$ cat src/rtl/lookahead_counter.sv
// Registered up/down counter with a grouped carry-lookahead adder, carry/borrow flag,
// optional saturation and auto-reload in wrap mode.
module lookahead_counter #(
  parameter int WIDTH    = 16,
  parameter int GROUP    = 4,
  parameter int SATURATE = 0
) (
  input  logic             MasterClock,
  input  logic             RESETL,
  input  logic             CLR,
  input  logic             LD,
  input  logic [WIDTH-1:0] LDVAL,
  input  logic             EN,
  input  logic             DN,
  input  logic [WIDTH-1:0] STEP,
  input  logic             ARL,
  output logic [WIDTH-1:0] Q,
  output logic             CO,
  output logic             ZERO
);

  localparam int NGRP = WIDTH / GROUP;
  localparam bit SAT  = (SATURATE != 0);

  logic [WIDTH-1:0] opb;
  logic [WIDTH-1:0] nand_t;
  logic [WIDTH-1:0] nor_t;
  logic [WIDTH-1:0] gen;
  logic [WIDTH-1:0] prop;
  logic [WIDTH-1:0] half;
  logic [WIDTH-1:0] sum;
  logic             carry;
  logic             ovf;

  // Generate/propagate over bits [hi-1:0] of one group, returned as {G, P}.
  function automatic logic [1:0] span_gp(input logic [GROUP-1:0] g,
                                         input logic [GROUP-1:0] p,
                                         input int hi);
    logic acc;
    logic run;
    acc = 1'b0;
    run = 1'b1;
    for (int k = GROUP - 1; k >= 0; k--) begin
      if (k < hi) begin
        acc = acc | (g[k] & run);
        run = run & p[k];
      end
    end
    return {acc, run};
  endfunction

  // Subtraction is Q + ~STEP + 1, with the +1 entering as the carry-in.
  assign opb    = DN ? ~STEP : STEP;
  assign nand_t = ~(Q & opb);
  assign nor_t  = ~(Q | opb);
  assign gen    = ~nand_t;
  assign prop   = ~nor_t;
  assign half   = Q ^ opb;

  for (genvar gi = 0; gi < NGRP; gi++) begin : grp
    logic [GROUP-1:0] g_l;
    logic [GROUP-1:0] p_l;
    logic [GROUP-1:0] c_l;
    logic [1:0]       gp_all;
    logic             cin;
    logic             cout;

    assign g_l    = gen[gi*GROUP +: GROUP];
    assign p_l    = prop[gi*GROUP +: GROUP];
    assign gp_all = span_gp(g_l, p_l, GROUP);

    if (gi == 0) begin : first
      assign cin = DN;
    end else begin : chain
      assign cin = grp[gi-1].cout;
    end

    always_comb begin
      logic [1:0] gp;
      gp  = 2'b00;
      c_l = '0;
      for (int j = 0; j < GROUP; j++) begin
        gp     = span_gp(g_l, p_l, j);
        c_l[j] = gp[1] | (gp[0] & cin);
      end
    end

    assign sum[gi*GROUP +: GROUP] = half[gi*GROUP +: GROUP] ^ c_l;
    assign cout                   = gp_all[1] | (gp_all[0] & cin);
  end

  assign carry = grp[NGRP-1].cout;
  assign ovf   = DN ? ~carry : carry;

  always_ff @(posedge MasterClock or negedge RESETL) begin
    if (!RESETL) begin
      Q  <= '0;
      CO <= 1'b0;
    end else if (CLR) begin
      Q  <= '0;
      CO <= 1'b0;
    end else if (LD) begin
      Q  <= LDVAL;
      CO <= 1'b0;
    end else if (EN) begin
      if (!ovf) begin
        Q  <= sum;
        CO <= 1'b0;
      end else begin
        CO <= 1'b1;
        if (SAT) begin
          Q <= DN ? '0 : '1;
        end else if (ARL) begin
          Q <= LDVAL;
        end else begin
          Q <= sum;
        end
      end
    end else begin
      CO <= 1'b0;
    end
  end

  assign ZERO = (Q == '0);

endmodule
$ cat config.mk
export PLATFORM = sky130hd
export DESIGN_NAME = lookahead_counter
export DESIGN_NICKNAME = d
export VERILOG_FILES = /design/src/rtl/lookahead_counter.sv
export SDC_FILE = /design/constraint.sdc
export NUM_CORES = 1
export LEC_CHECK = 0
export CORE_MARGIN = 2
export CORE_UTILIZATION = 53
export CTS_BUF_LIST = sky130_fd_sc_hd__clkbuf_16
export DETAILED_ROUTE_END_ITERATION = 16
export GPL_TIMING_DRIVEN = 0
export PLACE_DENSITY = 0.87
export SETUP_SLACK_MARGIN = 0.4
export SLEW_MARGIN = 20
export SYNTH_ARGS = -nofsm -noshare
export SYNTH_HDL_FRONTEND = slang
export SYNTH_SLANG_ARGS = --single-unit
$ cat constraint.sdc
create_clock -name MasterClock -period 8.4 [get_ports MasterClock]
set_input_delay 1.68 -clock MasterClock [delete_from_list [all_inputs] [get_ports MasterClock]]
set_output_delay 1.68 -clock MasterClock [all_outputs]
set_load 0.03 [all_outputs]
After elaboration in Yosys (flattened, before gate mapping)
Index checks and enable logic that the tools add are counted.
Operators by class
  multiplexer cells: 11
  bitwise gates (word level): 117
  reduce and logical (&&, ||, !) cells: 2
Operators with widths (number)
  16-bit 2-to-1 mux: 6
  16-bit inverter: 5
  1-bit AND: 64
  1-bit OR: 40
  16-bit AND: 1
  16-bit zero test: 1
  16-bit OR: 1
  16-bit bitwise XOR: 1
  4-bit bitwise XOR: 4
  1-bit 2-to-1 mux: 5
  3-bit nonzero test: 1
  1-bit inverter: 1
Word-level totals
  bits in registers: 17
  bits of input ports: 39
  output and inout bits: 18
  word-level logic and storage cells: 132

Depth between registers and ports, before layout
Gate-level depths: netlist (run 1).
  depth after elaboration: 22
  gate-level depth with buffers: 15
  depth with buffers taken out: 13

Worst setup path before layout (run 1)
No wires, ideal clock.
  path kind: input port to flip-flop
  from: input port DN
  to: register Q[13]
  arrival time: 4.889 ns
  required time: 8.268 ns
  setup slack: 3.378 ns
  cell stages on the path: 15
  buffers on the path: 2
  cell sequence: buf_1 -> buf_1 -> xor2_1 -> inv_1 -> ha_1 -> nor4_4 -> a22o_1 -> a31oi_1 -> and3_1 -> a211oi_1 -> a21boi_0 -> fa_1 -> xnor2_1 -> mux2i_1 -> o21ai_1
Between the ends
  longest elaborated chain between the ends: 21
Ends and longest elaborated chain
  start, declared: RTL line 14  | input logic DN,
  16-bit 2-to-1 mux: RTL line 53  | assign opb = DN ? ~STEP : STEP;
  16-bit AND or 16-bit OR (tied branches): RTL line 54, 55
  16-bit inverter (on tied branches): RTL line 54, 55
  16-bit inverter (on tied branches): RTL line 56, 57
  1-bit AND (on tied branches): RTL line 45, 46
  1-bit OR, or another cell as far along (2 in a row): RTL line 45  | acc = acc | (g[k] & run);
  1-bit OR or 1-bit AND (tied branches): RTL line 45, 89
  1-bit OR: RTL line 89  | assign cout = gp_all[1] | (gp_all[0] & cin);
  [... 4 more ...]
  1-bit AND (on tied branches): RTL line 84, 89
  1-bit OR (on tied branches): RTL line 84, 89
  4-bit bitwise XOR or 1-bit inverter (tied branches): RTL line 88, 93
  16-bit 2-to-1 mux or 1-bit 2-to-1 mux (tied branches): RTL line 113, 93
  16-bit 2-to-1 mux (*): RTL line 106  | if (!ovf) begin
  16-bit 2-to-1 mux (*): RTL line 105  | end else if (EN) begin
  16-bit 2-to-1 mux (*): RTL line 102  | end else if (LD) begin
  16-bit 2-to-1 mux (*): RTL line 99  | end else if (CLR) begin
  end signal, assigned: RTL line 107  | Q <= sum;
  end signal, assigned: RTL line 112  | Q <= DN ? '0 : '1;
  end signal, assigned: RTL line 116  | Q <= sum;
  end, declared: RTL line 17  | output logic [WIDTH-1:0] Q,
Every way passes the cells marked *; elsewhere a longest branch is shown, timed or not. The select of a mux whose other input is x is not followed.
A chain may end at the register's enable or synchronous reset.

Final worst setup path (run 1)
Ends and elaborated chain as after synthesis.

==> out/results.ini, run 1 <==
[clock_tree]
clock-sinks = 17
htreeDepth = 1
cts_resized = 0
postCtsSetupRepairBufs = 0
clk_latency_ns = 0.24
cts-buffers-inserted = 3
clock_path_buffers = 2
cts_hold_buf = 0
root_buffer = clkbuf_16
cts_tree = built
path_clk_slew_ns = 0.05

[layout]
fin_area_sq_mm = 0.00278
seq_area_sq_um = 425
syn_to_final_growth_pct = 33.6
final_layout_size_suffix_gt1_share_pct = 3.24
nFillCells = 276
final_net_count = 384
multiInputGateArea_sq_mm = 0.00146
diodes = 0
final_cell_count_no_fill = 357

[global_route]
grt_pass1_vias = 1775
grt_first_pass_wirelength_um = 8240
grt_usage_pct = 24.5
grt_start_max_net_pins = 18
grt_antenna_before_repair = 0
grt_overflow = 0

[place]
dpl-instance-area_sq_mm = 0.00270
place_congestion = 0.803
dp_hpwl_um = 4020
place_inst = 353
io_buffers = 56

[sta]
max_slew_margin_pct = 35.3
setup-violations-final = 0
worst_pin_slew_ns = 0.963
skew_ns = 0.00136
setup_tns_ns = 0
report.final.slew_viol_count = 0
max_freq_mhz = 166
min_period_over_period_pct = 71.8
finalHoldViolations = 0
min_period_ns = 6.03
rsz0062_at_grt = no

[power]
power_frac_seq_pct = 24.3
powerDensity_mw_per_mm2 = 179
p_comb_share_pct = 57.2
p_switching_mw = 0.203
p_int_mw = 0.294
pwr-share-clk_pct = 18.5
leakage_nw = 1.29
peakVddDrop_v = 0.000113
sw_frac_of_total_pct = 40.9

[detailed_routing]
viasPerCell = 5.36
routed_wl_um = 4980
drc_errors = 0
drt-initial-drc-count = 76
wire_per_inst_um = 13.9
num_vias = 1913
first_pass_iters = 4
ant_nets = 0

[die]
io_pins = 57
coreArea_sq_mm = 0.00372
start_util_pct = 56.0
die-area_sq_mm = 0.00444
die_w_um = 66.6
core.rowCount = 22
die_y_um = 66.6

[worst_setup_path]
worstPathMaxFanout = 10
critPathKind = in2reg
start_kind = input pin
cp.arrival_ns = 6.14
worstSetupEndpointType = register
crit_required_ns = 8.51

[synth]
synth_fp_nets = 323
syn_avg_cell_area_sq_um = 8.35
synth-main-ff-cell = dfrtp_1
synth_edf_count = 0
syn_area_sq_mm = 0.00208
synth_cells = 249
yosys_warnings = 0
synth_seq_cells = 17
seq_area_frac_synth_pct = 20.5
synth.distinct_cells = 46
synthArstFlopShare_pct = 100

[job]
cap_violations = 0

[status]
outcome = complete, no violations

[min_path]
hp-class = reg2reg

==> worst paths after layout <==
check,start,end,slack (ns),depth (start not counted)
hold / removal,Q[11],Q[11],0.58,2
hold reg to reg,Q[11],Q[11],0.58,2
setup / recovery,DN,Q[13],2.37,16
min in group asynchronous,RESETL,Q[1],1.87,1
max in group asynchronous,RESETL,Q[12],6.08,1
setup reg to reg,Q[7],Q[13],5.34,12
==> per-layer routing <==
layer,vias up,track usage (%),routed length [um]
met5,-,0,0
met2,60,43.1,2500
met3,9,1.52,258
li1,944,-,-
met4,0,7.40,78
met1,900,32.1,2140
==> sequential cells by signal, indices dropped and copies added (netlist names) <==
| register | count |
|---|---|
| CO | 1 |
| Q | 16 |
==> final cells by class <==
cell class | instances | share of cell area [%]
Buffer | 7 | 1.49
Clock buffer | 3 | 2.70
Clock inverter | 1 | 0.135
Inverter | 41 | 5.54
Multi-Input combinational cell | 184 | 52.5
Sequential cell | 17 | 15.3
Tap cell | 48 | 2.16
Timing Repair Buffer | 56 | 20.2
==> kinds of logic (layout without fill, tap and decap cells) <==
logic type               after synthesis  in the layout  synth area share (%)
flip-flops                            17             17                  20.5
adder cells (fa/ha/maj)               35             35                  22.1
XOR/XNOR                              29             29                  12.2
multiplexers                          13             13                  6.26
AND/OR/NAND/NOR                       66             66                  16.7
AO/OA/AOI/OAI                         41             41                  12.8
buffers and inverters                 48            108                  9.39
==> cell usage after synthesis (all sizes together), types with 2 or more instances <==
| cell | n | area share [%] |
|---|---|---|
| nand2 | 19 | 3.4 |
| buf | 5 | 1.6 |
| nor3 | 4 | 0.96 |
| a21oi | 6 | 1.4 |
| and3 | 2 | 0.60 |
| clkbuf | 2 | 0.36 |
| a31oi | 3 | 0.90 |
| xnor2 | 8 | 3.4 |
| nand2b | 3 | 0.90 |
| fa | 3 | 2.9 |
| ha | 32 | 19 |
| mux2i | 13 | 6.3 |
| inv | 41 | 7.4 |
| nor2b | 6 | 1.8 |
| and2 | 3 | 0.90 |
| or2 | 2 | 0.60 |
| dfrtp | 17 | 20 |
| nor2 | 15 | 2.8 |
| o21ai | 16 | 3.9 |
| xor2 | 21 | 8.8 |
| nor4 | 6 | 2.5 |
| o31ai | 3 | 1.3 |
==> power groups by stage <==
stage | clock (mW) | combinational [mW] | sequential (mW)
finish | 0.0920 | 0.284 | 0.121
global route | 0.0966 | 0.314 | 0.123
CTS | 0.0914 | 0.285 | 0.120
detailed placement | 0 | 0.282 | 0.121
global placement | 0 | 0.274 | 0.120
floorplan | 0 | 0.167 | 0.144
==> layout by cell type, fill, tap and decap left out, types with 3 or more instances in the layout <==
cell and instances:
clkdlybuf4s50_1 56, inv_1 42, ha_1 32, xor2_1 21, nand2_1 19, dfrtp_1 17
nor2_1 14, mux2i_1 13, o21ai_1 12, xnor2_1 8, nor2b_1 6, a21oi_1 6
nor4_1 5, o21ai_0 4, nor3_1 4, buf_1 3, nand2b_1 3, a31oi_1 3
and2_1 3, fa_1 3, clkbuf_16 3
==> worst max-delay path, stage by stage <==
cell,delay (ns)
clkdlybuf4s50_1,0.54
buf_1,0.54
buf_1,0.62
xor2_1,0.27
inv_1,0.08
ha_1,0.25
nor4_4,0.31
a22o_1,0.18
a31oi_1,0.06
and3_1,0.26
a211oi_1,0.34
a21boi_0,0.21
fa_1,0.43
xnor2_1,0.13
mux2i_1,0.15
o21ai_1,0.08
==> through the flow <==
stage | setup slack (ns) | util [%] | hold slack [ns] | power [mW]
final | 2.37 | 74.8 | 0.583 | 0.497
after CTS | 2.34 | 74.8 | 0.581 | 0.496
after global placement | 2.19 | 72.7 | 0.564 | 0.395
after detailed placement | 2.11 | 72.7 | 0.574 | 0.403
after global routing | 2.04 | 74.8 | 0.630 | 0.534
after floorplan | 3.38 | - | 0.687 | 0.311
Note: power is estimated with default switching activity, not from simulation.
==> run 2: changes to the inputs <==
Settings changed: CORE_UTILIZATION 53 to 44, PLACE_DENSITY 0.87 to 0.77.
Clock period 8.4 ns to 5.2 ns, I/O delays scaled along.
==> run 2 against run 1 <==
  * Worst setup slack got worse by 1.7 ns
  * Clock power is 64% higher
  * Power grew 63%
  * Wire length is 2.0% higher
  * Die area rose by 19%
  * Sequential share of layout area down 0.18 points
  * Non-clock buffer count is the same
==> out/results.ini, run 2 (synthesis results as in run 1) <==
[worst_setup_path]
worstSetupEndpointType = register  ; unchanged
crit_chain = clkdlybuf4s50_1 > buf_4 > buf_6 > xor2_2 > inv_1 > ha_1 > nor4_4 > a22o_1 > a31oi_1 > and3_1 > a211oi_2 > a21boi_0 > fa_1 > and2_1 > o31ai_1  ; was clkdlybuf4s50_1 > buf_1 > buf_1 > xor2_1 > inv_1 > ha_1 > nor4_4 > a22o_1 > a31oi_1 > and3_1 > a211oi_1 > a21boi_0 > fa_1 > xnor2_1 > mux2i_1 > o21ai_1
worstPathMaxFanout = 10  ; unchanged
crit_buf_inv = 4  ; unchanged
r2r_cells = 9  ; was 12
crit_required_ns = 5.34  ; was 8.51 ns
critPathMaxStageDelay_ns = 0.56  ; was 0.62 ns
r2r_start = Q[0]  ; was Q[7]
path_delay_family = buffers and inverters  ; unchanged
critPathKind = in2reg  ; unchanged
slowest_stage = clkdlybuf4s50_1  ; was buf_1
r2r-end = Q[12]  ; was Q[13]
cp.arrival_ns = 4.69  ; was 6.14 ns
ff2ff_setup_slack_ns = 2.14  ; was 5.34 ns
start_kind = input pin  ; unchanged

[job]
cap_violations = 0  ; unchanged

[clock_tree]
path_clk_slew_ns = 0.05  ; about the same
postCtsSetupRepairBufs = 0  ; unchanged
root_buffer = clkbuf_16  ; unchanged
clk_latency_ns = 0.24  ; about the same
cts_tree = built  ; unchanged
cts_resized = 5  ; was 0
clock_path_buffers = 2  ; unchanged
cts-buffers-inserted = 3  ; unchanged
htreeDepth = 1  ; unchanged
cts_hold_buf = 0  ; unchanged
clock-sinks = 17  ; unchanged

[power]
powerDensity_mw_per_mm2 = 288  ; was 179 mW/mm^2
leakage_nw = 1.30  ; was 1.29 nW
peakVddDrop_v = 0.000140  ; was 0.000113 V

[min_path]
worstHoldStart = Q[2]  ; was Q[11]
whs_path_depth = 2  ; unchanged
hp-class = reg2reg  ; unchanged
hold_end = Q[2]  ; was Q[11]

[layout]
final_net_count = 384  ; unchanged
regMostFlops = Q  ; unchanged
largest_reg_flops = 16  ; unchanged
syn_to_final_growth_pct = 35.2  ; was 33.6%
reg_top3 = Q: 16 flops, CO: 1 flops  ; unchanged
diodes = 0  ; unchanged
final_layout_size_suffix_gt1_share_pct = 4.85  ; was 3.24%
final_common_cell = clkdlybuf4s50_1  ; unchanged
layout_common_cells = clkdlybuf4s50_1, inv_1, ha_1, xor2_1, nand2_1  ; unchanged

[global_route]
grt_usage_pct = 19.3  ; was 24.5%
grt_pass1_vias = 1786  ; was 1775
grt_start_max_net_pins = 18  ; unchanged
grt_antenna_before_repair = 0  ; unchanged
grt_overflow = 0  ; unchanged
grt_first_pass_wirelength_um = 8050  ; was 8240 um

[detailed_routing]
drc_errors = 0  ; unchanged
wire_per_inst_um = 14.0  ; was 13.9 um
routed_wl_um = 5080  ; was 4980 um
num_vias = 1849  ; was 1913
viasPerCell = 5.09  ; was 5.36
ant_nets = 0  ; unchanged
drt-initial-drc-count = 85  ; was 76
first_pass_iters = 4  ; unchanged

[die]
core.rowCount = 25  ; was 22
die_w_um = 72.7  ; was 66.6 um
io_pins = 57  ; unchanged
die_y_um = 72.7  ; was 66.6 um
start_util_pct = 44.9  ; was 56.0%
die-area_sq_mm = 0.00529  ; was 0.00444 sq mm
coreArea_sq_mm = 0.00463  ; was 0.00372 sq mm

[sta]
skew_ns = 0.000829  ; was 0.00136 ns
whs_ns = 0.573  ; was 0.583 ns
worst_pin_slew_ns = 0.930  ; was 0.963 ns
min_period_ns = 4.55
max_freq_mhz = 220
setup-violations-final = 0  ; unchanged
rsz0062_at_grt = no  ; unchanged
min_period_over_period_pct = 87.5
setup_tns_ns = 0  ; unchanged
max_slew_margin_pct = 37.5  ; was 35.3%
report.final.slew_viol_count = 0  ; unchanged
finalHoldViolations = 0  ; unchanged

[place]
dp_hpwl_um = 4060  ; was 4020 um
place_congestion = 0.837  ; was 0.803
io_buffers = 56  ; unchanged

[status]
outcome = complete, no violations  ; unchanged

## run 2: changes by cell type in the layout (fill, tap and decap cells not counted), sizes merged
cell and change:
inv -1, clkinv +1
## run 2: report_power, final
| group | total, mW | internal (mW) | switching (mW) |
|---|---|---|---|
| sequential | 0.194 | 0.156 | 0.0377 |
| clock | 0.151 | 0.103 | 0.0478 |
| combinational | 0.466 | 0.220 | 0.247 |
| total | 0.811 | 0.479 | 0.332 |
## run 2: area by class of cell
| cell class | count | area (sq um) |
|---|---|---|
| Fill cell | 415 | 1820 |
| Multi-Input combinational cell | 184 | 1470 |
| Clock buffer | 3 | 75.1 |
| Inverter | 41 | 154 |
| Buffer | 7 | 52.6 |
| Tap cell | 54 | 67.6 |
| Clock inverter | 1 | 5.00 |
| Sequential cell | 17 | 425 |
| Timing Repair Buffer | 56 | 561 |
## run 2: per-stage QoR
stage          std cells  worst slack, ns  instance area, sq um  utilization (%)  power [mW]
6_report             363            0.650                  2810             60.7       0.811
2_1_floorplan        249            0.818                  2080                -       0.503
3_5_place_dp         359           -0.656                  2710             58.5       0.655
4_1_cts              363            0.455                  2800             60.5       0.813
5_1_grt              363            0.412                  2810             60.7       0.864
3_3_place_gp         359           -0.514                  2710             58.5       0.643
## run 2: worst reg2reg max path, cell delays in order (launching register included)
cell and delay (ns):
dfrtp_1 0.45, ha_1 0.25, o311a_1 0.38, a31oi_1 0.28, and3_1 0.28, a211oi_2 0.11, a21boi_0 0.35, fa_1 0.49
and2_1 0.15, o31ai_1 0.22
## run 2: worst max path at each step
stage	start	to	slack, ns	cells after the start
final	DN	Q[12]	0.65	15
after floorplan	DN	Q[13]	0.82	15
after CTS	DN	Q[12]	0.45	15
after global routing	DN	Q[13]	0.41	16
after global placement	DN	Q[13]	-0.51	16
after detailed placement	DN	Q[13]	-0.66	16
## run 2: layer usage
metal	vias up	wire (um)	global-route usage, %	share of wire, %
met3	9	166	0.967	3.3
met4	0	89	5.56	1.8
met5	-	0	0	0
met1	854	2310	25.2	45
li1	942	-	-	-
met2	44	2520	34.4	50
